===== src/rtl/ct_spsram_512x7_init_ctrl.sv =====
// rtl/ct_spsram_512x7_init_ctrl.sv - 512x7 single-port SRAM front end with init sweep
// Sweeps the array to INIT_VAL after reset or on clr_req, then serves masked writes and reads.
module ct_spsram_512x7_init_ctrl #(
    parameter int unsigned           ADDR_WIDTH = 9,
    parameter int unsigned           DATA_WIDTH = 7,
    parameter logic [DATA_WIDTH-1:0] INIT_VAL   = '0
) (
    input  logic                  CLK,
    input  logic                  RST,
    input  logic                  clr_req,
    output logic                  init_done,
    input  logic                  req_vld,
    output logic                  req_rdy,
    input  logic                  req_wr,
    input  logic [ADDR_WIDTH-1:0] req_addr,
    input  logic [DATA_WIDTH-1:0] req_wdata,
    input  logic [DATA_WIDTH-1:0] req_wmask,
    output logic                  rsp_vld,
    input  logic                  rsp_rdy,
    output logic [DATA_WIDTH-1:0] rsp_data,
    output logic [ADDR_WIDTH-1:0] sram_a,
    output logic                  sram_cen,
    output logic                  sram_gwen,
    output logic [DATA_WIDTH-1:0] sram_wen,
    output logic [DATA_WIDTH-1:0] sram_d,
    input  logic [DATA_WIDTH-1:0] sram_q
);

    typedef enum logic {
        S_INIT = 1'b0,
        S_IDLE = 1'b1
    } state_t;

    state_t                  state;
    logic [ADDR_WIDTH-1:0]   cnt;
    logic                    busy;
    logic                    accept;
    logic                    clr_take;
    logic                    last_addr;

    // A held response blocks new accesses so the macro's Q output stays put.
    assign busy      = rsp_vld & ~rsp_rdy;
    assign req_rdy   = ~RST & (state == S_IDLE) & ~busy & ~clr_req;
    assign accept    = req_vld & req_rdy;
    assign clr_take  = (state == S_IDLE) & clr_req & ~busy;
    assign last_addr = &cnt;
    assign rsp_data  = sram_q;

    always_comb begin
        sram_cen  = 1'b1;
        sram_gwen = 1'b1;
        sram_wen  = '1;
        sram_a    = req_addr;
        sram_d    = req_wdata;
        if (!RST) begin
            if (state == S_INIT) begin
                sram_cen  = 1'b0;
                sram_gwen = 1'b0;
                sram_wen  = '0;
                sram_a    = cnt;
                sram_d    = INIT_VAL;
            end else if (accept) begin
                sram_cen = 1'b0;
                if (req_wr) begin
                    sram_gwen = 1'b0;
                    sram_wen  = ~req_wmask;
                end
            end
        end
    end

    always_ff @(posedge CLK) begin
        if (RST) begin
            state     <= S_INIT;
            cnt       <= '0;
            rsp_vld   <= 1'b0;
            init_done <= 1'b0;
        end else begin
            case (state)
                S_INIT: begin
                    cnt <= cnt + 1'b1;
                    if (last_addr) begin
                        state     <= S_IDLE;
                        init_done <= 1'b1;
                    end
                end
                S_IDLE: begin
                    if (clr_take) begin
                        // Not busy here, so any pending response is being consumed this cycle.
                        state     <= S_INIT;
                        cnt       <= '0;
                        init_done <= 1'b0;
                        rsp_vld   <= 1'b0;
                    end else if (accept && !req_wr) begin
                        rsp_vld <= 1'b1;
                    end else if (rsp_vld && rsp_rdy) begin
                        rsp_vld <= 1'b0;
                    end
                end
                default: state <= S_INIT;
            endcase
        end
    end

endmodule


===== config.mk =====
export PLATFORM = sky130hd
export DESIGN_NAME = ct_spsram_512x7_init_ctrl
export DESIGN_NICKNAME = d
export VERILOG_FILES = /design/src/rtl/ct_spsram_512x7_init_ctrl.sv
export SDC_FILE = /design/constraint.sdc
export NUM_CORES = 1
export LEC_CHECK = 0
export BUFFER_PORTS_ARGS = -buffer_cell sky130_fd_sc_hd__buf_2
export CAP_MARGIN = 20
export CORE_MARGIN = 1.5
export CORE_UTILIZATION = 42
export CTS_BUF_LIST = sky130_fd_sc_hd__clkbuf_8
export DETAILED_ROUTE_END_ITERATION = 10
export HOLD_SLACK_MARGIN = 0.05
export MAX_ROUTING_LAYER = met4
export PLACE_DENSITY = 0.84
export RECOVER_POWER = 100
export SYNTH_ARGS = -nofsm -noshare
export SYNTH_HDL_FRONTEND = slang
export SYNTH_SLANG_ARGS = --single-unit

===== constraint.sdc =====
create_clock -name CLK -period 1.78 [get_ports CLK]
set_input_delay 0.178 -clock CLK [delete_from_list [all_inputs] [get_ports CLK]]
set_output_delay 0.178 -clock CLK [all_outputs]
set_load 0.02 [all_outputs]

==> flow_metrics.env <==
export IMPL_setup_tns_final_ps=0
export IMPL_area_delta_synth_final_pct=26.1
export IMPL_num_antenna_cells=0
export IMPL_ioPinCount=71
export IMPL_r2r_start="rsp_vld"
export IMPL_hold_class="input port to flop"
export IMPL_syn_area_mm2=0.00101
export IMPL_crit_fanout=9
export IMPL_crit_arrival_ps=1480
export IMPL_gr_total_overflow=0
export IMPL_avgRoutedWirePerCell_um=12.0
export IMPL_grt_max_degree=27
export IMPL_cp_cell_sequence="nor2b_1 -> o21ai_1 -> nand3b_1 -> clkbuf_2"
export IMPL_initial_utilization_pct=45.0
export IMPL_peakVddDrop_v=0.000437
export IMPL_clk_insertion_delay_late_ps=240
export IMPL_core_area_mm2=0.00225
export IMPL_cap_violations=0
export IMPL_synth_area_top_cells="dfxtp_1 (24%), mux2_2 (7.8%), nand2_1 (7.4%), buf_4 (6.7%), nor2b_1 (6.2%)"
export IMPL_post_route_period_util_pct=93.3
export IMPL_status="finished, final reports clean"
export IMPL_drive_above_1_share_pct=39.4
export IMPL_root_buffer="clkbuf_8"
export IMPL_drt_wl_total_mm=2.43
export IMPL_nNetsFinal=214
export IMPL_first_pass_iters=4
export IMPL_die_area_mm2=0.00272
export IMPL_path_delay_family="compound AO/OA/AOI/OAI gates"
export IMPL_clockBufferDepth=2
export IMPL_min_from="rsp_rdy"
export IMPL_cp_startpoint="rsp_vld"
export IMPL_synth_seq_cells=12
export IMPL_yosysSeqAreaShare_pct=23.7
export IMPL_via_per_inst=5.19
export IMPL_grt_first_pass_wirelength_mm=3.69
export IMPL_synth_ff_type="dfxtp_1"
export IMPL_synth_area_per_cell_um2=8.05
export IMPL_ys_warn_count=0
export IMPL_hold_viol_final=0
export IMPL_synth_edf_count=0
export IMPL_finalSetupViolations=0
export IMPL_cts_sinks=12
export IMPL_p_total_mw=0.748
export IMPL_fp_dieW_um=52.2
export IMPL_synth_area_leader_cell="dfxtp_1"
export IMPL_route_detailed_drc=0
export IMPL_portBuffers=56
export IMPL_synth_top_area_share_pct=23.7
export IMPL_min_period_ps=1660
export IMPL_synth_distinct_cells=39
export IMPL_grt_pass1_vias=889
export IMPL_cp_slowest_stage_delay_ps=440
export IMPL_critPathBufInv=1
export IMPL_path_class="flop to output port"
export IMPL_postRouteAntennaNets=0
export IMPL_cts_tree="done"
export IMPL_power_density_mw_per_mm2=585
export IMPL_finClkSkew_ps=1.27
export IMPL_htreeDepth=1
export IMPL_required_ps=1600
export IMPL_num_vias=1054
export IMPL_start_kind="flop"
export IMPL_rows=17
export IMPL_grt_setup_unrepaired="false"
export IMPL_clk_pin_slew_ps=50
export IMPL_critPathCaptureType="output port"
export IMPL_drt_iter0_markers=19
export IMPL_synth_common_cells="nand2_1 (20), dfxtp_1 (12), nor2b_1 (10)"
export IMPL_synthArstFlopShare_pct=0
export IMPL_synth_most_common_cell="nand2_1"
export IMPL_postSynthNetCount=164
export IMPL_cts_buffers=3
export IMPL_netlist_instances=126
export IMPL_max_slew_margin_pct=63.4
export IMPL_gp_congestion=0.872
export IMPL_worstMarginPinSlew_ps=545
export IMPL_grt_usage_pct=18.2
export IMPL_fmax_mhz=602
export IMPL_dpl_hpwl_mm=1.85
export IMPL_p_leak_nw=0.571
export IMPL_antenna_found_initial=0
export IMPL_die_h_um=52.2
export IMPL_crit_slowest_cell="o21ai_1"
export IMPL_slew_violations=0
-- what timing repair did --
action	4_1_cts	5_1_grt
buffers inserted	0	0
endpoints found under the setup margin	0	1
hold buffers	0	0
resized for setup	0	1
-- layer usage --
layer / vias to the layer above / GRT usage [%] / wire [µm]
met5: - / - / 0
met2: 55 / 31.2 / 1140
met1: 464 / 20.5 / 1030
met4: 0 / 5.13 / 21
li1: 531 / - / -
met3: 4 / 5.46 / 242
-- worst reg2reg max path: stages, from the launching register on --
cell and delay (ps):
dfxtp_1 340, nor2b_1 190, clkbuf_1 370, o21ai_0 240, o311ai_0 300
-- logic make-up after synthesis --
family	count (synthesis)	share of synthesized area, %
flip-flops	12	23.7
multiplexers	11	12.7
buffers and inverters	17	11.6
AO/OA/AOI/OAI	22	13.4
AND/OR/NAND/NOR	62	36.1
adder cells (fa/ha/maj)	2	2.47
-- flip-flops by register name, indices dropped and copies added (netlist names) --
register and cells:
init_done 1, state 1, cnt 9, rsp_vld 1
-- cell type report --
cell class / instances / area [µm²]
Sequential cell: 12 / 240
Fill cell: 227 / 975
Inverter: 3 / 11.3
Clock buffer: 4 / 55.1
Timing Repair Buffer: 59 / 293
Multi-Input combinational cell: 97 / 646
Tap cell: 28 / 35.0
-- cell usage in the layout (no fill, tap or decap), drive strengths merged --
cell type,n
a21oi,7
nand2b,3
clkbuf,28
inv,3
o21a,1
nand3,3
o311ai,1
mux2i,2
nand4b,2
nor2b,10
nand3b,8
a211oi,1
nor3b,1
nand2,21
or2,4
buf,35
nor3,1
nor2,4
nor4,1
ha,2
mux2,9
or4,2
nand4,1
and2b,1
dfxtp,12
o211ai,4
a2bb2oi,1
o21ai,7
-- final timing paths --
check / cells past startpoint / endpoint / slack (ps)
worst max-delay path: 4 / sram_wen[3] / 120
worst max register to register: 4 / cnt[4] / 230
worst min-delay path: 4 / rsp_vld / 260
worst min register to register: 2 / init_done / 500
-- power by group --
part	switching, mW	leakage (nW)	internal [mW]	total (mW)
combinational	0.0954	0.445	0.0755	0.171
clock	0.0964	0.0288	0.195	0.292
sequential	0.0112	0.0973	0.275	0.286
-- per-stage QoR --
step                      std cells  setup slack [ps]  utilization (%)  instance area, µm²  hold WS (ps)
after floorplan                 126               250                -                1010           360
after global placement          199               364             55.3                1250           356
after detailed placement        199               344             55.3                1250           356
after CTS                       203               101             57.7                1300           259
after global routing            203              16.4             56.8                1280           311
final                           203               120             56.8                1280           257
No activity file was read; power rests on OpenSTA's default activity.
